**src/rtl/dport_arbiter.sv**
```systemverilog
// Round-robin arbiter of NREQ byte requesters onto the debug data port, with halt/drain/done
// end-of-test sequencing. Defining DPORT_CAPTURE_EN adds a capture RAM readable through cap_addr.
module dport_arbiter #(
    parameter int NREQ      = 2,
    parameter int MAX_BYTES = 256,
    parameter int DRAIN_CYC = 4,
    parameter int CNT_W     = 9,
    localparam int AW       = (MAX_BYTES > 1) ? $clog2(MAX_BYTES) : 1
) (
    input  logic                clk,
    input  logic                rst,
    input  logic [NREQ-1:0]     req,
    input  logic [8*NREQ-1:0]   req_data,
    output logic [NREQ-1:0]     ack,
    input  logic                halt,
    output logic [7:0]          dport_out,
    output logic                dport_write,
    output logic                done,
    output logic [CNT_W-1:0]    count,
    output logic                overflow,
    input  logic [AW-1:0]       cap_addr,
    output logic [7:0]          cap_data
);

    localparam int PW = (NREQ > 1) ? $clog2(NREQ) : 1;

    typedef enum logic [1:0] {
        ST_RUN   = 2'd0,
        ST_DRAIN = 2'd1,
        ST_DONE  = 2'd2
    } state_e;

    state_e           state_q, state_d;
    logic [PW-1:0]    rr_ptr_q, rr_ptr_d;
    logic [7:0]       dport_out_q, dport_out_d;
    logic             dport_write_q, dport_write_d;
    logic             done_q, done_d;
    logic [CNT_W-1:0] count_q, count_d;
    logic             overflow_q, overflow_d;
    logic [3:0]       idle_cnt_q, idle_cnt_d;

    logic             sat_s;
    logic             grant_s;
    logic             grant_ok_s;
    logic             idle_s;
    logic [PW-1:0]    win_s;
    logic [7:0]       win_data_s;

    assign sat_s = (count_q == CNT_W'(MAX_BYTES));

    // Round-robin search starting at rr_ptr; the first requesting index wins.
    always_comb begin
        logic [PW-1:0] idx;
        logic          hit;
        idx        = '0;
        hit        = 1'b0;
        grant_s    = 1'b0;
        win_s      = '0;
        win_data_s = 8'h00;
        for (int k = 0; k < NREQ; k++) begin
            idx     = PW'((int'(rr_ptr_q) + k) % NREQ);
            hit     = req[idx] & ~grant_s;
            win_s   = hit ? idx : win_s;
            grant_s = grant_s | hit;
        end
        for (int i = 0; i < NREQ; i++) begin
            win_data_s = (PW'(i) == win_s) ? req_data[8*i +: 8] : win_data_s;
        end
    end

    // A grant is only honoured outside DONE, below saturation and never during reset.
    assign grant_ok_s = grant_s && !rst && (state_q != ST_DONE) && !sat_s;
    assign ack        = grant_ok_s ? (NREQ'(1) << win_s) : '0;
    assign idle_s     = (req == '0) || sat_s;

    // Next-state logic for the data path and the RUN/DRAIN/DONE sequencer.
    always_comb begin
        state_d       = state_q;
        rr_ptr_d      = rr_ptr_q;
        dport_out_d   = dport_out_q;
        dport_write_d = 1'b0;
        count_d       = count_q;
        overflow_d    = overflow_q;
        idle_cnt_d    = idle_cnt_q;

        if (grant_ok_s) begin
            dport_out_d   = win_data_s;
            dport_write_d = 1'b1;
            count_d       = count_q + CNT_W'(1);
            rr_ptr_d      = PW'((int'(win_s) + 1) % NREQ);
        end else begin
            dport_write_d = 1'b0;
        end

        if (sat_s && (req != '0)) begin
            overflow_d = 1'b1;
        end else begin
            overflow_d = overflow_q;
        end

        case (state_q)
            ST_RUN: begin
                if (halt) begin
                    state_d    = ST_DRAIN;
                    idle_cnt_d = 4'd0;
                end else begin
                    state_d    = ST_RUN;
                end
            end
            ST_DRAIN: begin
                // Saturated-but-requesting cycles count as idle so DONE is always reachable.
                if (idle_s) begin
                    idle_cnt_d = idle_cnt_q + 4'd1;
                    if ((idle_cnt_q + 4'd1) == 4'(DRAIN_CYC)) begin
                        state_d = ST_DONE;
                    end else begin
                        state_d = ST_DRAIN;
                    end
                end else begin
                    idle_cnt_d = 4'd0;
                end
            end
            ST_DONE: begin
                state_d = ST_DONE;
            end
            default: begin
                state_d = ST_RUN;
            end
        endcase

        done_d = (state_d == ST_DONE);
    end

    // State and output registers with synchronous reset.
    always_ff @(posedge clk) begin
        if (rst) begin
            state_q       <= ST_RUN;
            rr_ptr_q      <= '0;
            dport_out_q   <= 8'h00;
            dport_write_q <= 1'b0;
            done_q        <= 1'b0;
            count_q       <= '0;
            overflow_q    <= 1'b0;
            idle_cnt_q    <= 4'd0;
        end else begin
            state_q       <= state_d;
            rr_ptr_q      <= rr_ptr_d;
            dport_out_q   <= dport_out_d;
            dport_write_q <= dport_write_d;
            done_q        <= done_d;
            count_q       <= count_d;
            overflow_q    <= overflow_d;
            idle_cnt_q    <= idle_cnt_d;
        end
    end

    assign dport_out   = dport_out_q;
    assign dport_write = dport_write_q;
    assign done        = done_q;
    assign count       = count_q;
    assign overflow    = overflow_q;

`ifdef DPORT_CAPTURE_EN
    logic [7:0] cap_mem [MAX_BYTES];
    logic [7:0] cap_data_q;

    // Capture RAM: written at the pre-increment count on each grant; contents survive rst.
    always_ff @(posedge clk) begin
        if (grant_ok_s) begin
            cap_mem[count_q[AW-1:0]] <= win_data_s;
        end
        cap_data_q <= cap_mem[cap_addr];
    end

    assign cap_data = cap_data_q;
`else
    logic unused_cap_s;
    assign unused_cap_s = ^cap_addr;
    assign cap_data     = 8'h00;
`endif

endmodule

```
**config.mk**
```make
export PLATFORM = sky130hd
export DESIGN_NAME = dport_arbiter
export DESIGN_NICKNAME = d
export VERILOG_FILES = /design/src/rtl/dport_arbiter.sv
export SDC_FILE = /design/constraint.sdc
export NUM_CORES = 1
export LEC_CHECK = 0
export CAP_MARGIN = 10
export CORE_MARGIN = 1.5
export CORE_UTILIZATION = 44
export CTS_BUF_LIST = sky130_fd_sc_hd__clkbuf_4 sky130_fd_sc_hd__clkbuf_8
export DETAILED_ROUTE_END_ITERATION = 7
export PLACE_DENSITY_LB_ADDON = 0.2
export SYNTH_ARGS = -nofsm -noshare
export SYNTH_HDL_FRONTEND = slang
export SYNTH_SLANG_ARGS = --single-unit
```
**constraint.sdc**
```tcl
create_clock -name clk -period 2.69 [get_ports clk]
set_clock_uncertainty 0.05 [all_clocks]
set_input_delay 0.269 -clock clk [delete_from_list [all_inputs] [get_ports clk]]
set_output_delay 0.269 -clock clk [all_outputs]
set_load 0.01 [all_outputs]
```
======== Word-level counts from Yosys, hierarchy flattened ========
Index checks and enable logic that the tools add are counted.
cells by class
  $add $sub $neg .......................... 4
  bitwise gates (word level) .............. 3
  magnitude comparators ................... 2
  shift-type cells ........................ 1
  muxes and demuxes ....................... 16
  equal/unequal tests ..................... 7
  reduce and logical (&&, ||, !) cells .... 12
operators by type and width
  cell                                                 count
  adder 9 x 1 -> 9 bit (second input constant)         1
  == test 9 bit (second input constant)                1
  2-to-1 mux 1 bit                                     8
  2-to-1 mux 4 bit                                     2
  2-to-1 mux 8 bit                                     1
  one-hot mux 4 bit (2 select lines)                   1
  2-to-1 mux 2 bit                                     3
  one-hot mux 2 bit (3 select lines)                   1
  adder 4 x 1 -> 4 bit (second input constant)         1
  == test 2 bit (second input constant)                2
  == test 4 x 3 -> 1 bit (second input constant)       1
  logical AND 1 bit                                    4
  zero test 2 bit                                      2
  < comparator 1 x 2 -> 1 bit (second input constant)  2
  inequality test 2 bit (second input constant)        2
  nonzero test 2 bit                                   2
  adder 1 bit (second input constant)                  2
  == test 2 x 1 -> 1 bit (second input constant)       1
  zero test 1 bit                                      2
  AND reduction 2 bit                                  1
  << shifter 1 x 1 -> 2 bit (first input constant)     1
  bitwise AND 1 bit                                    1
  logical OR 1 bit                                     1
  inverter 1 bit                                       1
  OR 1 bit                                             1
word-level totals
  logic and storage cells ................. 53
  input bits .............................. 29
  register bits after elaboration ......... 27
  output and inout port bits .............. 30

======== Logic depth before layout (Yosys ltp) ========
  depth after elaboration ................. 9
  depth in mapped cells ................... 9
  gate-level depth less buffers ........... 7

======== Worst setup path after synthesis ========
No wires, ideal clock.
  kind .................................... reg-to-reg
  start ................................... reg count_q[0] (netlist: count[0])
  end ..................................... reg count_q[2] (netlist: count[2])
  cell stages (with the launch flop) ...... 10
  required time ........................... 2.524 ns
  path slack .............................. 0.670 ns
  clock period less this slack ............ 2.020 ns
  setup time .............................. 0.116 ns
  buffers on the path ..................... 2
  data arrival time ....................... 1.854 ns
  path through ............................ dfxtp_1 -> inv_1 -> ha_1 -> or4b_4 -> or2_1 -> clkbuf_1 -> nand2_2 -> inv_2 -> buf_6 -> a31o_1
on the way
  longest elaborated chain between the ends .. 3
  elaborated cells on any way between the ends .. 4
  those cells by class .................... 1 x add/sub; 1 x eq/ne; 2 x reduce/logical
ends and longest elaborated chain
  what                                                          RTL line  RTL
  start, declared                                               38        logic [CNT_W-1:0] count_q, count_d;
  start signal, assigned                                        151       count_q <= count_d;
  branches (longest 3 deep; another with adder 9 x 1 -> 9 bit)  -
Several ways; the timed one is not identified.
A chain may end at the register's enable or synchronous reset.

======== Worst setup path in the final report ========
  start ................................... reg count_q[0] (netlist: count[0])
  end ..................................... out ack[0]
on the way
  longest elaborated chain between the ends .. 4
ends and longest elaborated chain
  what               RTL line  RTL
  == test 9 bit      49        assign sat_s = (count_q == CNT_W'(MAX_BYTES));
  zero test 1 bit    72        assign grant_ok_s = grant_s && !rst && (state_q != ST_DONE) && !sat_s;
  logical AND 1 bit  72
  2-to-1 mux 2 bit   73        assign ack = grant_ok_s ? (NREQ'(1) << win_s) : '0;
  end, declared      14        output logic [NREQ-1:0] ack,
No other way between the ends.

==> implementation parameters <==
Parameter                              Value

Logic synthesis
  Cell variety after synth    42
  Post-synth top area share    38.8%
  Synthesis Warnings    0
  Top_reg_cell synth    dfxtp_1
  Per-instance average area after synthesis    8.93 um2
  Mapped cell area    1390 um2
  Portion of the post-synthesis area used by sequential elements    38.8%
  Count of flip-flops with a built-in enable after synthesis    0
  Cells after Synth    156
  Total of flip-flops plus latches after synthesis    27
  Dominant cells by area after synthesis    dfxtp_1, a311oi_2, a21oi_1, buf_4, nand3_1
  Cell type with the largest total area after synthesis    dfxtp_1
  Async set-reset flop share out of synthesis    0%

Placed design
  Post-DP HPWL    2.35 mm
  Count of input and output buffers    42
  Final Wtd Congestion    0.804
  Post-Place Cells    237

Route
  Remaining design rule violation count    0
  Detailed-route via count    1317
  Total routed wirelength    ~3.3 mm
  Drt wl/cell    13.5 um
  Number of vias per cell after detailed routing    5.42
  Final ANT Viol Nets    0
  DRT iter0 DRCs    63
  First-pass iteration count of the detailed router    4

Floorplanning
  Y dimension of the die    59.3 um
  Die Width    59.3 um
  DIE AREA    3510 um2
  Row count    20
  Starting density of the core    46.0%
  I/O pin count    just under 60
  Area of the core    between 3000 and 4000 um2

STA
  Setup repair after global routing missed its margin    no
  Setup TNS Final    0 ns
  Setup-violating endpoint count in the final report    0
  Minimum period implied by the final worst setup slack    2.48 ns
  Worst hold slack across all endpoints    around 0.43 ns
  Fmax    about 400 MHz
  Final-report hold violation count    0
  Worst Tran Pin Value    0.544 ns
  Period utilization    92.2%
  Count of final max-slew check failures    0
  Relative slew slack    63.7%

Clocking
  Clock buffer depth    2
  H-tree lvl count    1
  Clock buffers created by TritonCTS    3
  Clk Latency, worst-skew pair    approximately 0.33 ns
  Cell at the root of the clock tree    clkbuf_4
  Clock tree from TritonCTS    built
  Clock-pin slew on the worst setup and hold paths    0.15 ns
  Clock Sinks    27
  # hold bufs at CTS    0

Global route
  Global routing usage summed across all routing layers    19.2%
  Number of antenna violations at the first check in global routing    0
  First-pass GRT wire length    about 5.2 mm
  Number of global-route vias before repair    1224
  Total overflow reported by the global router    0
  Largest net degree at the start of global routing    23

Critical path
  Minimum setup slack among reg-to-reg paths    between 0.5 and 0.6 ns
  Worst Reg2Reg Path Length in Cells    8
  Element type at the critical path start    flip-flop
  Nature of the critical path endpoint    output port
  Launching element of the worst setup path    count[0]$_SDFFE_PP0N_
  Critical path, cell by cell    inv_1 -> ha_1 -> or4b_4 -> or2_1 -> nand2_2 -> a21oi_1 -> dlygate4sd2_1
  R2r endpoint    rr_ptr_q$_SDFFE_PP0N_
  Slowest cell on the critical path    or4b_4
  Critical setup path kind    reg2out
  Maximum fanout encountered on the critical timing path    5
  Capture point of the critical path    ack[0]
  Startpoint of the lowest-slack register-to-register path    count[0]$_SDFFE_PP0N_
  Data arrival time of the critical path    2.16 ns
  Worst stage delay on the critical path    0.49 ns
  Worst Path Required    2.37 ns

Pwr
  Part of the power in combinational logic    22.4%
  Power spent charging and discharging nets    0.218 mW
  Static leakage    0.698 nW
  Switching share of power    27.3%
  Sequential share of power    54.2%
  Clock network fraction of design power    23.4%
  Design internal power    0.580 mW
  Cell Pwr Density    424 nW/um2
  Worst IR Drop VDD    roughly 0.00025 V

Finish
  Area added between synthesis and finish    34.9%
  Layout cells sized above 1    14.1%
  Inserted Diodes    0
  Total number of nets in the final design    232
  Non-filler instance count after layout    between 200 and 250

Outcome
  Run status    finished clean

Flow run
  MaxCap Viol Count    0

Worst hold path
  Worst hold path class    reg2reg
-- cell families after synthesis --
logic type,after synthesis,share of synthesized area [%]
and+or+nand+nor,52,20.5
adders and majority gates,3,2.70
xor gates and xnor gates,1,0.629
other,1,0.269
buffers and inverters,24,9.25
DFF,27,38.8
AOI/OAI and AO/OA,48,27.9
-- repair_timing --
item                                    in CTS  in global routing
resized for setup                            3                  1
setup buffers                                0                  2
pin swaps                                    1                  1
endpoints found under the setup margin       2                  1
-- power groups by stage --
stage | sequential, mW | clock (mW) | combinational [mW]
after floorplan | 0.445 | 0 | 0.0949
after global placement | 0.438 | 0 | 0.171
after detailed placement | 0.439 | 0 | 0.176
after CTS | 0.432 | 0.189 | 0.176
after global routing | 0.434 | 0.199 | 0.195
final | 0.432 | 0.187 | 0.179
-- registers in the layout (all words and copies together) (netlist names) --
register,cells
count,9
dport_out,8
idle_cnt_q,4
state_q,2
done,1
dport_write,1
overflow,1
rr_ptr_q,1
-- stage by stage --
step / power, mW / worst slack, ns / instance area, um2 / utilization (%)
after floorplan: 0.539 / 0.670 / 1420 / -
after global placement: 0.609 / 0.410 / 1830 / 60.4
after detailed placement: 0.615 / 0.369 / 1830 / 60.4
after CTS: 0.797 / 0.00143 / 1860 / 61.4
after global routing: 0.829 / 0.127 / 1880 / 62.0
final: 0.797 / 0.209 / 1880 / 62.0
-- cell type report --
cell class / instances / area, um2
Clock buffer: 4 / 30.0
Fill cell: 285 / 1150
Inverter: 7 / 26.3
Multi-Input combinational cell: 112 / 749
Sequential cell: 27 / 543
Tap cell: 44 / 55.1
Timing Repair Buffer: 49 / 474
-- synth_stat cells, drive strengths merged (2+ instances only) --
library cell	n
dfxtp	27
a21oi	18
nand2	14
a311oi	12
buf	11
nand3	11
inv	7
clkbuf	6
nor2	5
o21ai	5
or3	4
a31o	3
ha	3
nand2b	3
nand4	3
o2bb2ai	3
and3	2
nor3b	2
o21a	2
or2	2
or4b	2
-- layout by cell type (no fill, tap or decap), types with 2 or more instances in the layout --
cell type / netlist / final
dfxtp_2: 0 / 2
ha_1: 3 / 3
or3_1: 4 / 4
nand2_1: 13 / 13
dfxtp_1: 27 / 25
nand2b_1: 3 / 3
buf_4: 8 / 7
nand4_1: 3 / 3
clkbuf_4: 0 / 4
nand3_1: 11 / 11
a21oi_1: 18 / 18
o2bb2ai_1: 3 / 3
clkdlybuf4s50_1: 0 / 40
o21a_1: 2 / 2
a311oi_1: 3 / 3
o21ai_0: 4 / 4
a31o_1: 2 / 2
conb_1: 1 / 8
nor3b_1: 2 / 2
and3_1: 2 / 2
inv_1: 6 / 6
a311oi_2: 9 / 9
nor2_1: 5 / 5
-- critical path: cells and delay by family, from the launching register on --
kind,cells,cell delay (ns)
compound gates,1,0.05
fa+ha+maj,1,0.16
buf+inv,2,0.37
flops,1,0.37
simple gates,3,0.89
-- metal layers --
layer / track usage [%] / routed length, um / up-vias
met1: 23.3 / 1530 / 618
met5: 0 / 0 / -
met2: 32.7 / 1510 / 48
met4: 8.12 / 38 / 0
li1: - / - / 646
met3: 3.71 / 193 / 5
-- how the worst min path moves through the flow --
stage / start / end / slack [ns] / cells past startpoint
4_1_cts: idle_cnt_q[3]$_SDFFE_PP0P_ / idle_cnt_q[3]$_SDFFE_PP0P_ / 0.43 / 2
5_1_grt: idle_cnt_q[3]$_SDFFE_PP0P_ / idle_cnt_q[3]$_SDFFE_PP0P_ / 0.46 / 2
3_5_place_dp: overflow$_SDFFE_PP0P_ / overflow$_SDFFE_PP0P_ / 0.41 / 2
2_1_floorplan: idle_cnt_q[3]$_SDFFE_PP0P_ / idle_cnt_q[3]$_SDFFE_PP0P_ / 0.39 / 2
3_3_place_gp: overflow$_SDFFE_PP0P_ / overflow$_SDFFE_PP0P_ / 0.41 / 2
6_report: idle_cnt_q[3]$_SDFFE_PP0P_ / idle_cnt_q[3]$_SDFFE_PP0P_ / 0.43 / 2
Power figures use the tool's default switching activity.
==> variant: new RTL, config.mk and constraints unchanged <==
Change the parameter `MAX_BYTES` from 256 to 128.
--- a/src/rtl/dport_arbiter.sv
+++ b/src/rtl/dport_arbiter.sv
@@ -2,7 +2,7 @@
 // end-of-test sequencing. Defining DPORT_CAPTURE_EN adds a capture RAM readable through cap_addr.
 module dport_arbiter #(
     parameter int NREQ      = 2,
-    parameter int MAX_BYTES = 256,
+    parameter int MAX_BYTES = 128,
     parameter int DRAIN_CYC = 4,
     parameter int CNT_W     = 9,
     localparam int AW       = (MAX_BYTES > 1) ? $clog2(MAX_BYTES) : 1
Interface: changed (resized cap_addr); port bits go from 59 to 58. No check against the original RTL was run, so the function may have changed too.
==> variant against the original RTL <==
  * Synthesized cell count stayed put
  * Routed wire length down 3.0%
  * Cell area shrank 0.53%
  * Fmax fell by 1.7%
  * Setup slack worse by 0.043 ns
  * Register-to-register slack better by 0.23 ns
  * Sequential cell count did not move
  * Sequential share of layout area hardly changed
  * Area after synthesis up 0.72%
  * Power decreased by 0.64%
  * Worst hold slack got worse by 0.0030 ns
  * Critical path depth decreased by 2
  * Die area rose by 0.68%
  * Critical path type unchanged
  * Largest cell class unchanged
  * Largest power group unchanged
==> variant: results (changes against the original RTL) <==
Run status
  • Status: finished, final reports clean

GRT
  • First-pass GRT wire length: 5400 um (+3.3%)
  • GRT Overall Usage: 20.0% (+0.85 points)

Pwr
  • Switching fraction of total power: 27.5% (+0.15 points)
  • Gate power share: 21.5% (-0.9 points)
  • LEAKAGE: 0.669 nW (-4.2%)
  • Total Power: 0.000792 W (-0.64%)
  • Seq pwr share: 54.4% (+0.2 points)

Detailed routing
  • Metal3 WL: 251 um (+30%)
  • WL met1: 1370 um (-11%)
  • Metal2 WL: 1510 um (-0.40%)
  • Final WL: 3180 um (-3.0%)
  • Vias: 1285 (-2.4%)

Worst setup path
  • Max stage delay on crit path: 0.57 ns (+0.08 ns)
  • Reg-to-reg endpoint: count[1]
  • Crit path from: count[2]
  • R2R Setup Slk: 0.76 ns (+0.23 ns)
  • Critical path's slowest cell: or4_4
  • Reg2reg path depth: 5 (-3)

Synthesis
  • Adder-cell area share of the yosys netlist: 2.68% (-0.019 points)
  • Post-Synth XOR/XNOR Area: 0.624% (-0.0045 points)
  • Sequential element share of the synthesized area: 38.5% (-0.28 points)

Placed design
  • Cell Area, Placed: 1840 sq um (+0.48%)
  • Final GP Congestion: 0.816 (+1.5%)
  • Dpl hpwl: 2380 um (+1.1%)

Die
  • Die area: 3540 sq um (+0.68%)

Cells and area
  • Filler cells: 270 (-5.3%)
  • Non-clock buffering overhead: 24.5% (-0.74 points)
  • Area occupied by multi-input gates: 758 sq um (+1.2%)
  • ClkCell Share: 1.61% (+0.0086 points)
  • Fin nets: 229 (-1.3%)
  • Storage cell area: 541 sq um (-0.46%)
  • Fin cells: 241 (-0.82%)
  • Multi-input gate share of total cell area: 40.6% (+0.68 points)
  • Non-clk bufs: 47 (-4.1%)
[variant: changes by cell type after synthesis]
cell | before | now
buf_2 | 1 | 2
clkbuf_1 | 6 | 5
nand2_2 | 1 | 0
nand2_4 | 0 | 1
nand4bb_1 | 0 | 1
nor3b_1 | 2 | 1
nor3b_2 | 0 | 1
or4_4 | 1 | 2
or4b_1 | 1 | 0
or4b_4 | 1 | 0
[variant: worst min-delay path by stage]
stage                  startpoint             to  slack, ns
floorplan           idle_cnt_q[3]  idle_cnt_q[3]       0.39
global placement    idle_cnt_q[3]  idle_cnt_q[3]       0.41
detailed placement  idle_cnt_q[3]  idle_cnt_q[3]       0.42
CTS                 idle_cnt_q[3]  idle_cnt_q[3]       0.43
global route          req_data[2]   dport_out[2]       0.47
finish              idle_cnt_q[3]  idle_cnt_q[3]       0.43
[variant: per-layer routing]
layer  GRT usage, %  up-vias
met3           5.90        5
met2           33.3       45
li1               -      641
met4           9.42        0
met5              0        -
met1           23.4      594
